## src/rtl/game_pkg.sv

```systemverilog
// Shared constants for the game controller: direction encodings, the
// direction-input FSM state encoding, board dimensions and the priority
// encoder used to turn simultaneous presses into a single request.
package game_pkg;

   localparam int NUM_KEYS = 4;

   localparam logic [3:0] DIR_NONE  = 4'b0000;
   localparam logic [3:0] DIR_UP    = 4'b0001;
   localparam logic [3:0] DIR_DOWN  = 4'b0010;
   localparam logic [3:0] DIR_LEFT  = 4'b0100;
   localparam logic [3:0] DIR_RIGHT = 4'b1000;

   localparam logic [1:0] ST_IDLE_ENC    = 2'd0;
   localparam logic [1:0] ST_HOLD_ENC    = 2'd1;
   localparam logic [1:0] ST_RELEASE_ENC = 2'd2;

   typedef enum logic [1:0] {
      ST_IDLE    = ST_IDLE_ENC,
      ST_HOLD    = ST_HOLD_ENC,
      ST_RELEASE = ST_RELEASE_ENC
   } dir_state_e;

   // Playfield size, shared with the controller that consumes directions.
   localparam int BOARD_COLS = 16;
   localparam int BOARD_ROWS = 12;

   // Lowest-index event wins: up > down > left > right.
   function automatic logic [3:0] dir_select(input logic [3:0] ev);
      logic [3:0] sel;
      sel = DIR_NONE;
      if (ev[0])      sel = DIR_UP;
      else if (ev[1]) sel = DIR_DOWN;
      else if (ev[2]) sel = DIR_LEFT;
      else if (ev[3]) sel = DIR_RIGHT;
      return sel;
   endfunction

endpackage

```

## src/rtl/key_debounce.sv

```systemverilog
// Single-key conditioner: two-flop synchroniser on the raw active-low
// button followed by a stability counter. level_o is active-high and only
// changes after DEBOUNCE_CYCLES consecutive samples disagree with it.
module key_debounce
   import game_pkg::*;
#(
   parameter int DEBOUNCE_CYCLES = 250000,
   parameter int CNT_W           = 18
) (
   input  logic clock,
   input  logic reset_n,
   input  logic key_n_i,
   output logic level_o
);

   logic             sync1_q;
   logic             sync2_q;
   logic             level_q;
   logic             level_d;
   logic [CNT_W-1:0] cnt_q;
   logic [CNT_W-1:0] cnt_d;
   logic             pressed;

   // Synchroniser flops start at the released level so a held key is not
   // seen as pressed straight out of reset.
   always_ff @(posedge clock or negedge reset_n) begin
      if (!reset_n) begin
         sync1_q <= 1'b1;
         sync2_q <= 1'b1;
      end else begin
         sync1_q <= key_n_i;
         sync2_q <= sync1_q;
      end
   end

   assign pressed = ~sync2_q;

   // Count consecutive disagreeing samples; toggle the level on the last one.
   always_comb begin
      level_d = level_q;
      cnt_d   = '0;
      if (pressed != level_q) begin
         if (cnt_q == CNT_W'(DEBOUNCE_CYCLES - 1)) begin
            level_d = ~level_q;
            cnt_d   = '0;
         end else begin
            cnt_d = cnt_q + 1'b1;
         end
      end
   end

   // Debounced level and stability counter.
   always_ff @(posedge clock or negedge reset_n) begin
      if (!reset_n) begin
         level_q <= 1'b0;
         cnt_q   <= '0;
      end else begin
         level_q <= level_d;
         cnt_q   <= cnt_d;
      end
   end

   assign level_o = level_q;

endmodule

```

## src/rtl/direction_input.sv

```systemverilog
// Direction input stage: debounces four active-low buttons and presents a
// one-hot direction request that is held until acknowledged or timed out,
// so a controller running on a divided clock cannot miss it. One physical
// press produces at most one request; all keys must be released before the
// next request can be issued.
// Optional feature macro: DIR_AUTOREPEAT_EN (re-issue the request while the
// originating key stays held; disabled by default).
module direction_input
   import game_pkg::*;
#(
   parameter int DEBOUNCE_CYCLES = 250000,
   parameter int HOLD_CYCLES     = 16,
   parameter int CNT_W           = 18
) (
   input  logic       clock,
   input  logic       reset_n,
   input  logic [3:0] key_n,
   input  logic       dir_ack,
   output logic [3:0] direction,
   output logic       dir_valid,
   output logic [3:0] key_level
);

   localparam int HOLD_W = $clog2(HOLD_CYCLES);

`ifdef DIR_AUTOREPEAT_EN
   localparam int REPEAT_FIRST = 24_000_000;
   localparam int REPEAT_NEXT  = 8_000_000;
   localparam int RPT_W        = 25;
`endif

   logic [3:0]        level_w;
   logic [3:0]        level_prev_q;
   logic [3:0]        press_ev;
   dir_state_e        state_q;
   dir_state_e        state_d;
   logic [3:0]        dir_q;
   logic [3:0]        dir_d;
   logic [HOLD_W-1:0] hold_q;
   logic [HOLD_W-1:0] hold_d;

`ifdef DIR_AUTOREPEAT_EN
   logic [3:0]        origin_q;
   logic [3:0]        origin_d;
   logic [RPT_W-1:0]  rpt_cnt_q;
   logic [RPT_W-1:0]  rpt_cnt_d;
   logic              rpt_first_q;
   logic              rpt_first_d;
   logic              rpt_held;
   logic [RPT_W-1:0]  rpt_limit;
`endif

   for (genvar g = 0; g < NUM_KEYS; g++) begin : g_key
      key_debounce #(
         .DEBOUNCE_CYCLES (DEBOUNCE_CYCLES),
         .CNT_W           (CNT_W)
      ) u_key_debounce (
         .clock   (clock),
         .reset_n (reset_n),
         .key_n_i (key_n[g]),
         .level_o (level_w[g])
      );
   end

   assign key_level = level_w;
   assign press_ev  = level_w & ~level_prev_q;

   // Previous debounced level, for rising-edge (press) detection.
   always_ff @(posedge clock or negedge reset_n) begin
      if (!reset_n) level_prev_q <= '0;
      else          level_prev_q <= level_w;
   end

`ifdef DIR_AUTOREPEAT_EN
   assign rpt_held  = (level_w & origin_q) != 4'b0000;
   assign rpt_limit = rpt_first_q ? RPT_W'(REPEAT_FIRST - 1) : RPT_W'(REPEAT_NEXT - 1);
`endif

   // Next-state logic: IDLE accepts a press, HOLD presents it, RELEASE waits
   // for every key to go up (presses seen outside IDLE are dropped).
   always_comb begin
      state_d = state_q;
      dir_d   = dir_q;
      hold_d  = hold_q;
`ifdef DIR_AUTOREPEAT_EN
      origin_d    = origin_q;
      rpt_first_d = rpt_first_q;
      rpt_cnt_d   = rpt_held ? rpt_cnt_q + 1'b1 : '0;
`endif
      case (state_q)
         ST_IDLE: begin
            hold_d = '0;
            if (press_ev != 4'b0000) begin
               dir_d   = dir_select(press_ev);
               state_d = ST_HOLD;
`ifdef DIR_AUTOREPEAT_EN
               origin_d    = dir_select(press_ev);
               rpt_cnt_d   = '0;
               rpt_first_d = 1'b1;
`endif
            end
         end
         ST_HOLD: begin
            if (dir_ack || (hold_q == HOLD_W'(HOLD_CYCLES - 1))) begin
               dir_d   = DIR_NONE;
               state_d = ST_RELEASE;
            end else begin
               hold_d = hold_q + 1'b1;
            end
         end
         ST_RELEASE: begin
            dir_d = DIR_NONE;
`ifdef DIR_AUTOREPEAT_EN
            if (rpt_held && (rpt_cnt_q >= rpt_limit)) begin
               dir_d       = origin_q;
               state_d     = ST_HOLD;
               hold_d      = '0;
               rpt_cnt_d   = '0;
               rpt_first_d = 1'b0;
            end else
`endif
            if (level_w == 4'b0000) begin
               state_d = ST_IDLE;
            end
         end
         default: begin
            state_d = ST_IDLE;
            dir_d   = DIR_NONE;
         end
      endcase
   end

   // FSM state, held direction and hold timer; reset clears the request at once.
   always_ff @(posedge clock or negedge reset_n) begin
      if (!reset_n) begin
         state_q <= ST_IDLE;
         dir_q   <= DIR_NONE;
         hold_q  <= '0;
      end else begin
         state_q <= state_d;
         dir_q   <= dir_d;
         hold_q  <= hold_d;
      end
   end

`ifdef DIR_AUTOREPEAT_EN
   // Auto-repeat bookkeeping: originating direction and repeat timer.
   always_ff @(posedge clock or negedge reset_n) begin
      if (!reset_n) begin
         origin_q    <= DIR_NONE;
         rpt_cnt_q   <= '0;
         rpt_first_q <= 1'b1;
      end else begin
         origin_q    <= origin_d;
         rpt_cnt_q   <= rpt_cnt_d;
         rpt_first_q <= rpt_first_d;
      end
   end
`endif

   assign direction = dir_q;
   assign dir_valid = (dir_q != DIR_NONE);

endmodule

```

## config.mk

```make
export PLATFORM = sky130hd
export DESIGN_NAME = direction_input
export DESIGN_NICKNAME = d
export VERILOG_FILES = /design/src/rtl/game_pkg.sv /design/src/rtl/key_debounce.sv /design/src/rtl/direction_input.sv
export SDC_FILE = /design/constraint.sdc
export NUM_CORES = 1
export LEC_CHECK = 0
export BUFFER_PORTS_ARGS = -buffer_cell sky130_fd_sc_hd__buf_4
export CORE_ASPECT_RATIO = 0.75
export CORE_MARGIN = 4
export CORE_UTILIZATION = 62
export DETAILED_ROUTE_END_ITERATION = 10
export GPL_TIMING_DRIVEN = 0
export PLACE_DENSITY = 0.8
export SLEW_MARGIN = 20
export SYNTH_ARGS = -nofsm -noshare
export SYNTH_HDL_FRONTEND = slang
export SYNTH_SLANG_ARGS = --single-unit
```

## constraint.sdc

```tcl
create_clock -name clock -period 2.5 [get_ports clock]
set_clock_uncertainty 0.05 [all_clocks]
set_input_delay 0.25 -clock clock [delete_from_list [all_inputs] [get_ports clock]]
set_output_delay 0.25 -clock clock [all_outputs]
set_load 0.02 [all_outputs]
```

==> flow_metrics.tcl, run 1 <==
set metrics [dict create \
    die_h_um 82.9 \
    grt.overflow.total 0 \
    gr-usage-all-layers_pct 20.2 \
    die_w_um 108 \
    vias 3366 \
    synth.most_common_cell "dfrtp_1" \
    outcome "finished clean" \
    dieArea_mm2 0.00894 \
    path_cells "clkbuf_1, nand4_1, o41ai_4, buf_4, nor2_1" \
    async_reset_ff_share_pct 100 \
    fin_nets 488 \
    fp.coreArea_mm2 0.00730 \
    pin_count 16 \
    fmax_mhz 437 \
    synth_common_cells "dfrtp_1 (90), nor2_1 (68), xnor2_1 (34)" \
    start_util_pct 63.6 \
    syn-cell-area_mm2 0.00464 \
    avgViaCountPerCell 5.78 \
    grt_start_max_net_pins 99 \
    clockBufferDepth 2 \
    max_stage_delay_ns 0.71 \
    wire_per_inst_um 14.6 \
    cts_made_buffers 9 \
    wl_um 8470 \
    synth_top_area_share_pct 48.6 \
    worst_slack_ns 0.212 \
    worstPathArrival_ns 2.48 \
    ys_seq_area_share_pct 53.1 \
    dp.final_hpwl_um 5760 \
    fin_crit_ns 2.29 \
    place_congestion 0.813 \
    synth_cells 445 \
    cts_tree "done" \
    grt_pass1_wl_um 14600 \
    ys.flop_type "dfrtp_1" \
    cp_max_fo 10 \
    dp_slack_ns 0.197 \
    finalMaxSlewViolations 0 \
    startpoint_type "flop" \
    drv_cap 0 \
    antenna_found_initial 0 \
    endpoint_kind "flop" \
    io_buffers 15 \
    p_per_area_mw_per_mm2 592 \
    finalCritPeriodShare_pct 91.5 \
    cts_root_buf "clkbuf_8" \
    drc_errors 0 \
    synth.area.top_cells "dfrtp_1 (49%), xnor2_1 (6.4%), nor2_1 (5.5%), dfstp_2 (4.5%), xor2_1 (4.0%)" \
    cpLargestDelayFamily "compound AO/OA/AOI/OAI gates" \
    drt_first_iter_violations 108 \
    worst_hold_slack_ns 0.259 \
    syn_nets 457 \
    clk_latency_ns 0.35 \
    synth.distinct_cells 43 \
    ys_ff_latch 98 \
    n_antenna_cell 0 \
    drive_gt1_share_pct 12.1 \
    rsz0062_at_grt "false" \
    max-vdd-ir-drop_v 0.000400 \
    clk_pin_slew_worst_paths_ns 0.09 \
    hold_violations 0 \
    avgSynthCellArea_um2 10.4 \
    yosysWarnings 0 \
    power.leakage_uw 0.00217 \
    h-tree-depth 3 \
    first_pass_iters 5 \
    cpMaxStageDelayCell "o41ai_4" \
    cp.required_ns 2.69 \
    num_rows 27 \
    finalSetupViolations 0 \
    synth_edf_count 0 \
    worst_pin_slew_ns 0.847 \
    slew_headroom_pct 43.5 \
    area_delta_synth_final_pct 11.5 \
    worst-path-buf-inv 2 \
    final_antenna_net_count 0 \
    yosysTopAreaCell "dfrtp_1" \
    timing.setup.tns_ns 0 \
    hp-class "in -> reg" \
    cts_sinks 98 \
    grt_pass1_vias 3151 \
    path_class "reg -> reg" \
]
## cells in the final DEF (no fill, tap or decap), types with 2 or more instances in the layout
cell type and count:
a21oi_1 17, a22o_1 2, a32o_1 2, and3_1 5, and4_1 6, buf_4 20, buf_6 3, bufinv_16 2
clkbuf_1 5, clkbuf_8 11, dfrtp_1 90, dfstp_2 8, dlygate4sd3_1 5, ha_1 5, inv_1 15, mux2i_1 2
nand2_1 21, nand2b_1 3, nand3_1 27, nand3b_1 2, nand4_1 18, nand4_2 2, nor2_1 68, nor2b_1 5
nor3_1 8, nor4_1 12, o21ai_0 11, o21ai_4 2, o31ai_1 9, o41ai_1 2, o41ai_4 2, or2_2 2
or3_1 8, or3b_2 2, or4_1 11, or4_4 2, or4b_1 3, xnor2_1 34, xor2_1 21
## sequential cells by signal, summed over array words and instances (netlist names)
name                          cells
g_key.u_key_debounce.level_o      4
state_q                           2
g_key.u_key_debounce.sync2_q      4
g_key.u_key_debounce.sync1_q      4
direction                         4
hold_q                            4
level_prev_q                      4
g_key.u_key_debounce.cnt_q       72
## per-layer routing
| metal | vias to the layer above | wire length (µm) | GRT usage [%] |
|---|---|---|---|
| met5 | - | 0 | 0 |
| met4 | 0 | 86 | 7.22 |
| met3 | 7 | 290 | 4.35 |
| met2 | 59 | 4040 | 30.2 |
| met1 | 1668 | 4050 | 29.3 |
| li1 | 1632 | - | - |
## through the flow
step	utilization, %	instances	area (µm²)	total power [µW]
detailed placement	66.9	561	4880	1940
floorplan	-	445	4640	1860
CTS	70.7	582	5160	3090
finish	70.9	582	5170	3060
global route	70.9	582	5170	3210
global placement	66.8	561	4880	1930
## cell type report
| type | instances | area (µm²) |
|---|---|---|
| sequential | 98 | 2460 |
| fill | 557 | 2130 |
| multi-input combinational | 320 | 2050 |
| timing repair buffer | 20 | 166 |
| clock buffer | 12 | 155 |
| tap | 101 | 126 |
| buffer | 12 | 82.6 |
| clock inverter | 4 | 73.8 |
| inverter | 15 | 56.3 |
## worst register-to-register path: stages (launching register included)
cell	delay, ns
dfrtp_1	0.34
clkbuf_1	0.36
nand4_1	0.35
o41ai_4	0.71
buf_4	0.29
nor2_1	0.08
## repair_timing
item                                    CTS  global route
resized for setup                         0             1
endpoints found under the setup margin    0             1
endpoints found under the hold margin    94             0
hold buffers                              5             0
buffers inserted                          0             0
## report_power, final
part           internal (µW)  total, µW  switching, µW
Combinational           91.6        232            140
Sequential              1640       1690           48.4
Clock                    621       1140            524
Total                   2350       3060            712
## cell families (layout without fill, tap and decap cells)
family / count (synthesis) / after routing / synth area share, %
buf+inv: 27 / 63 / 2.99
flops: 98 / 98 / 53.1
compound gates: 49 / 49 / 7.61
fa+ha+maj: 5 / 5 / 1.35
xor+xnor: 55 / 55 / 10.4
mux: 2 / 2 / 0.432
simple gates: 209 / 209 / 24.1
## worst paths after layout
kind / start / to / slack (ns) / depth (start not counted)
max in group asynchronous: reset_n / g_key[0].u_key_debounce.cnt_q[16]$_DFF_PN0_ / 1.34 / 2
worst max register to register: g_key[3].u_key_debounce.cnt_q[7]$_DFF_PN0_ / g_key[3].u_key_debounce.cnt_q[4]$_DFF_PN0_ / 0.21 / 5
worst min-delay path: dir_ack / hold_q[2]$_DFFE_PN0P_ / 0.26 / 5
worst min register to register: g_key[1].u_key_debounce.sync1_q$_DFF_PN1_ / g_key[1].u_key_debounce.sync2_q$_DFF_PN1_ / 0.31 / 0
worst max-delay path: g_key[3].u_key_debounce.cnt_q[7]$_DFF_PN0_ / g_key[3].u_key_debounce.cnt_q[4]$_DFF_PN0_ / 0.21 / 5
min in group asynchronous: reset_n / g_key[3].u_key_debounce.cnt_q[16]$_DFF_PN0_ / 0.48 / 2
No activity file was read; power rests on OpenSTA's default activity.
==> inputs of run 2 (changes only) <==
--- a/config.mk
+++ b/config.mk
@@ -6,7 +6,6 @@
 export NUM_CORES = 1
 export LEC_CHECK = 0
 export BUFFER_PORTS_ARGS = -buffer_cell sky130_fd_sc_hd__buf_4
-export CORE_ASPECT_RATIO = 0.75
 export CORE_MARGIN = 4
 export CORE_UTILIZATION = 62
 export DETAILED_ROUTE_END_ITERATION = 10
==> run 2 against run 1 <==
Net effect: via count down 1.1%; power down 1.4%; largest cell class unchanged; combinational power about the same; critical path depth unchanged; highest routed layer unchanged; non-clock buffer count unchanged; setup slack better by 0.018 ns; register-to-register slack better by 0.02 ns; critical path type unchanged; sequential cell count unchanged.
==> flow_metrics.tcl, run 2 (synthesized netlist as in run 1, its figures left out) <==
set metrics [dict create \
    clockBufferDepth 2 \
    n_antenna_cell 0 \
    path_class "reg -> reg" \
    grt_pass1_wl_um 14500 \
    die_w_um 94.5 \
    fmax_mhz 441 \
    top_register "g_key.u_key_debounce.cnt_q" \
    placed_cells 559 \
    fp.coreArea_mm2 0.00725 \
    worst_slack_ns 0.230 \
    worstPathArrival_ns 2.47 \
    worst_hold_slack_ns 0.250 \
    fin_crit_ns 2.27 \
    num_rows 31 \
    fillers 551 \
    dieArea_mm2 0.00893 \
    p_per_area_mw_per_mm2 587 \
    reg2reg_from "g_key[0].u_key_debounce.cnt_q[10]$_DFF_PN0_" \
    first_pass_iters 5 \
    timing.setup.tns_ns 0 \
    max_stage_delay_ns 0.82 \
    pin_count 16 \
    critPathLaunch "g_key[0].u_key_debounce.cnt_q[10]$_DFF_PN0_" \
    cts_tree "done" \
    finalSetupViolations 0 \
    wl_um 8360 \
    hold_violations 0 \
    path_cells "nor4_1, nand4_1, o41ai_2, buf_4, nor2_1" \
    final_common_cell "dfrtp_1" \
    cts_post_setup_buffers_inserted 0 \
    multi_input_area_mm2 0.00204 \
    dp_slack_ns 0.219 \
    grt.overflow.total 0 \
    cts_resized 0 \
    finalCritPeriodShare_pct 90.8 \
    reg2reg_slack_ns 0.23 \
    hold_start "dir_ack" \
    vias 3328 \
    final_antenna_net_count 0 \
    mostFrequentLayoutCells "dfrtp_1 (90), nor2_1 (68), xnor2_1 (34), nand3_1 (27)" \
    clk_latency_ns 0.36 \
    drc_errors 0 \
    start_util_pct 63.9 \
    power.leakage_uw 0.00215 \
    worst_pin_slew_ns 0.881 \
    startpoint_type "flop" \
    largest_reg_flops 72 \
    outcome "finished clean" \
    drt_first_iter_violations 183 \
    hp-class "in -> reg" \
    max-vdd-ir-drop_v 0.000319 \
    h-tree-depth 3 \
    place_congestion 0.795 \
    endpoint_kind "flop" \
    r2r_end "g_key[0].u_key_debounce.cnt_q[12]$_DFF_PN0_" \
    area_delta_synth_final_pct 11.0 \
    drive_gt1_share_pct 12.1 \
    clk_pin_slew_worst_paths_ns 0.08 \
    cp.required_ns 2.70 \
    dp.final_hpwl_um 5680 \
    rsz0062_at_grt "false" \
    worst-path-buf-inv 1 \
    gr-usage-all-layers_pct 20.5 \
    rr_worst_depth 5 \
    drv_cap 0 \
    finalMaxSlewViolations 0 \
    die_h_um 94.5 \
    seq_area_mm2 0.00246 \
    cts_made_buffers 9 \
    cts_sinks 98 \
    final_cells 580 \
    cp_max_fo 10 \
    antenna_found_initial 0 \
    grt_start_max_net_pins 99 \
    avgViaCountPerCell 5.74 \
    fin_nets 488 \
    cts_root_buf "clkbuf_8" \
    endpoint "g_key[0].u_key_debounce.cnt_q[12]$_DFF_PN0_" \
    io_buffers 15 \
    wire_per_inst_um 14.4 \
    cpMaxStageDelayCell "o41ai_2" \
    cp.depth 5 \
    grt_pass1_vias 3206 \
    cpLargestDelayFamily "compound AO/OA/AOI/OAI gates" \
    slew_headroom_pct 41.3 \
]
run 2: cell count changes in the layout (fill, tap and decap cells not counted), sizes merged:
cell      previous run  this run
clkbuf              16        15
inv                 16        15
clkinv               1         2
clkinvlp             0         1
run 2: worst min-delay path, cell delays in order:
cell	delay [ns]
buf_4	0.08
nor3b_1	0.05
nand3_1	0.09
xor2_1	0.07
nor2_1	0.07
run 2: final cells by class:
cell class	count	share of cell area, %
plain buffers	12	1.60
clock buffers	11	2.75
clock inverters	5	1.51
inverters	15	1.09
multi-input cells	320	39.6
flip-flops and latches	98	47.8
well taps	99	2.41
repair buffers	20	3.23
run 2: worst min path at each step:
| stage | to | slack, ns | depth (start not counted) |
|---|---|---|---|
| 6_report | hold_q[3]$_DFFE_PN0P_ | 0.25 | 5 |
| 3_5_place_dp | g_key[0].u_key_debounce.sync2_q$_DFF_PN1_ | 0.30 | 0 |
| 3_3_place_gp | g_key[0].u_key_debounce.sync2_q$_DFF_PN1_ | 0.30 | 0 |
| 2_1_floorplan | direction[0]$_DFFE_PN0P_ | -0.1 | 0 |
| 4_1_cts | hold_q[3]$_DFFE_PN0P_ | 0.24 | 5 |
| 5_1_grt | hold_q[2]$_DFFE_PN0P_ | 0.28 | 5 |
run 2: metal layers:
| layer | wire (µm) | vias to the layer above | GRT usage [%] |
|---|---|---|---|
| li1 | - | 1639 | - |
| met4 | 113 | 0 | 6.61 |
| met1 | 3710 | 1629 | 26.0 |
| met2 | 4290 | 50 | 35.1 |
| met3 | 242 | 10 | 4.38 |
| met5 | 0 | - | 0 |
run 2: per-stage QoR:
stage / util [%] / cell area [µm²] / power, µW
final: 71.0 / 5150 / 3020
after detailed placement: 67.3 / 4880 / 1950
after global placement: 67.2 / 4870 / 1930
after global routing: 71.0 / 5150 / 3160
after CTS: 71.0 / 5150 / 3060
after floorplan: - / 4640 / 1860
run 2: where the power goes:
group          switching [µW]  internal [µW]
logic                     142           91.0
registers                47.9           1640
clock network             512            588
run 2: what timing repair did:
| item | CTS | global route |
|---|---|---|
| endpoints found under the setup margin | 0 | 0 |
| hold buffers | 5 | 0 |
| hold endpoints to repair | 94 | 0 |
==> inputs of run 3 (changes only) <==
--- a/config.mk
+++ b/config.mk
@@ -9,7 +9,6 @@
 export CORE_MARGIN = 4
 export CORE_UTILIZATION = 62
 export DETAILED_ROUTE_END_ITERATION = 10
-export GPL_TIMING_DRIVEN = 0
 export PLACE_DENSITY = 0.8
 export SLEW_MARGIN = 20
 export SYNTH_ARGS = -nofsm -noshare
==> run 3 against run 2 <==
Net effect: via count down 0.93%; sequential share of layout area up 0.73 points; sequential power about the same; utilization down 1.1 points.
==> flow_metrics.tcl, run 3 (synthesized netlist as in run 1, its figures left out) <==
set metrics [dict create \
    outcome "finished clean" \
    antenna_found_initial 0 \
    finalCritPeriodShare_pct 87.5 \
    n_antenna_cell 0 \
    area_delta_synth_final_pct 9.31 \
    clockBufferDepth 2 \
    cts_root_buf "clkbuf_8" \
    start_util_pct 63.9 \
    multi_input_area_mm2 0.00204 \
    grt.overflow.total 0 \
    num_rows 31 \
    worst_pin_slew_ns 0.504 \
    drt_first_iter_violations 129 \
    slew_headroom_pct 66.4 \
    cts_sinks 98 \
    h-tree-depth 3 \
    finalMaxSlewViolations 0 \
    final_cells 574 \
    avgViaCountPerCell 5.74 \
    endpoint_kind "flop" \
    drive_gt1_share_pct 12.0 \
    path_class "reg -> reg" \
    fmax_mhz 457 \
    die_h_um 94.5 \
    io_buffers 15 \
    fillers 557 \
    max-vdd-ir-drop_v 0.000355 \
    p_per_area_mw_per_mm2 554 \
    startpoint_type "flop" \
    drc_errors 0 \
    pin_count 16 \
    placed_cells 553 \
    grt_pass1_wl_um 14500 \
    fin_nets 482 \
    cts_post_setup_buffers_inserted 0 \
    clk_latency_ns 0.35 \
    grt_pass1_vias 3319 \
    gr-usage-all-layers_pct 20.3 \
    final_antenna_net_count 0 \
    largest_reg_flops 72 \
    worstPathArrival_ns 2.36 \
    rsz0062_at_grt "false" \
    hold_depth 5 \
    fin_crit_ns 2.19 \
    grt_start_max_net_pins 61 \
    dp.final_hpwl_um 5670 \
    clk_pin_slew_worst_paths_ns 0.09 \
    place_congestion 0.802 \
    seq_area_mm2 0.00246 \
    finalSetupViolations 0 \
    dieArea_mm2 0.00893 \
    first_pass_iters 4 \
    fp.coreArea_mm2 0.00725 \
    power.leakage_uw 0.00210 \
    hold_violations 0 \
    final_common_cell "dfrtp_1" \
    rr_worst_depth 4 \
    hp-class "in -> reg" \
    vias 3297 \
    cts_tree "done" \
    cp.required_ns 2.68 \
    cp_max_fo 18 \
    timing.setup.tns_ns 0 \
    top_register "g_key.u_key_debounce.cnt_q" \
    mostFrequentLayoutCells "dfrtp_1 (90), nor2_1 (68), xnor2_1 (34), nand3_1 (27)" \
    die_w_um 94.5 \
    cts_resized 0 \
    wire_per_inst_um 14.3 \
    wl_um 8190 \
    drv_cap 0 \
    cts_made_buffers 9 \
]
-- run 3: changes by cell type in the layout (fill, tap and decap cells not counted), moves of 2 or more --
cell / before / now
buf_6: 3 / 0
bufinv_16: 2 / 0
clkbuf_1: 5 / 0
clkinvlp_4: 1 / 3
-- run 3: repair_timing --
| item | in CTS | in global routing |
|---|---|---|
| setup endpoints to repair | 0 | 0 |
| hold buffers | 5 | 0 |
| hold endpoints to repair | 40 | 0 |
-- run 3: worst max-delay path, cell delays in order (launching register included) --
cell and delay [ns]:
dfrtp_1 0.42, or4b_1 0.53, or4_4 0.56, o21ai_4 0.40, nor2_1 0.11
-- run 3: cell type report --
type                            count  area share [%]
Inverter                           15            1.11
Clock inverter                      7           0.913
Sequential cell                    98            48.6
Timing Repair Buffer               26            4.34
Clock buffer                        9            2.44
Multi-Input combinational cell    320            40.2
Tap cell                           99            2.44
-- run 3: stage by stage --
stage               utilization [%]  power [µW]  area, µm²  hold WS (ns)  worst slack [ns]
global route                   69.9        2940       5070         0.260             0.176
floorplan                         -        1860       4640       -0.0956             0.471
global placement               66.9        1930       4850         0.202             0.365
CTS                            69.9        2840       5070         0.239             0.290
detailed placement             66.9        1950       4850         0.206             0.293
finish                         69.9        2810       5070         0.255             0.313
-- run 3: worst paths after layout --
kind / startpoint / endpoint / slack [ns]
max in group asynchronous: reset_n / g_key[1].u_key_debounce.sync2_q$_DFF_PN1_ / 1.33
min reg2reg: g_key[0].u_key_debounce.sync1_q$_DFF_PN1_ / g_key[0].u_key_debounce.sync2_q$_DFF_PN1_ / 0.31
max: g_key[2].u_key_debounce.cnt_q[13]$_DFF_PN0_ / g_key[2].u_key_debounce.cnt_q[13]$_DFF_PN0_ / 0.31
max reg2reg: g_key[2].u_key_debounce.cnt_q[13]$_DFF_PN0_ / g_key[2].u_key_debounce.cnt_q[13]$_DFF_PN0_ / 0.31
min in group asynchronous: reset_n / g_key[0].u_key_debounce.cnt_q[9]$_DFF_PN0_ / 0.35
min: dir_ack / hold_q[3]$_DFFE_PN0P_ / 0.25
-- run 3: where the power goes --
group	leakage [µW]	switching [µW]	total (µW)	internal, µW
Clock	0.0000810	528	886	357
Combinational	0.000691	143	235	91.7
Sequential	0.00133	49.4	1690	1640
Total	0.00210	721	2810	2090
-- run 3: per-layer routing --
metal / GRT usage (%) / wire, µm / vias up
met5: 0 / 0 / -
met4: 6.97 / 145 / 0
met3: 4.78 / 208 / 16
met2: 35.3 / 4120 / 40
met1: 24.8 / 3710 / 1615
li1: - / - / 1626
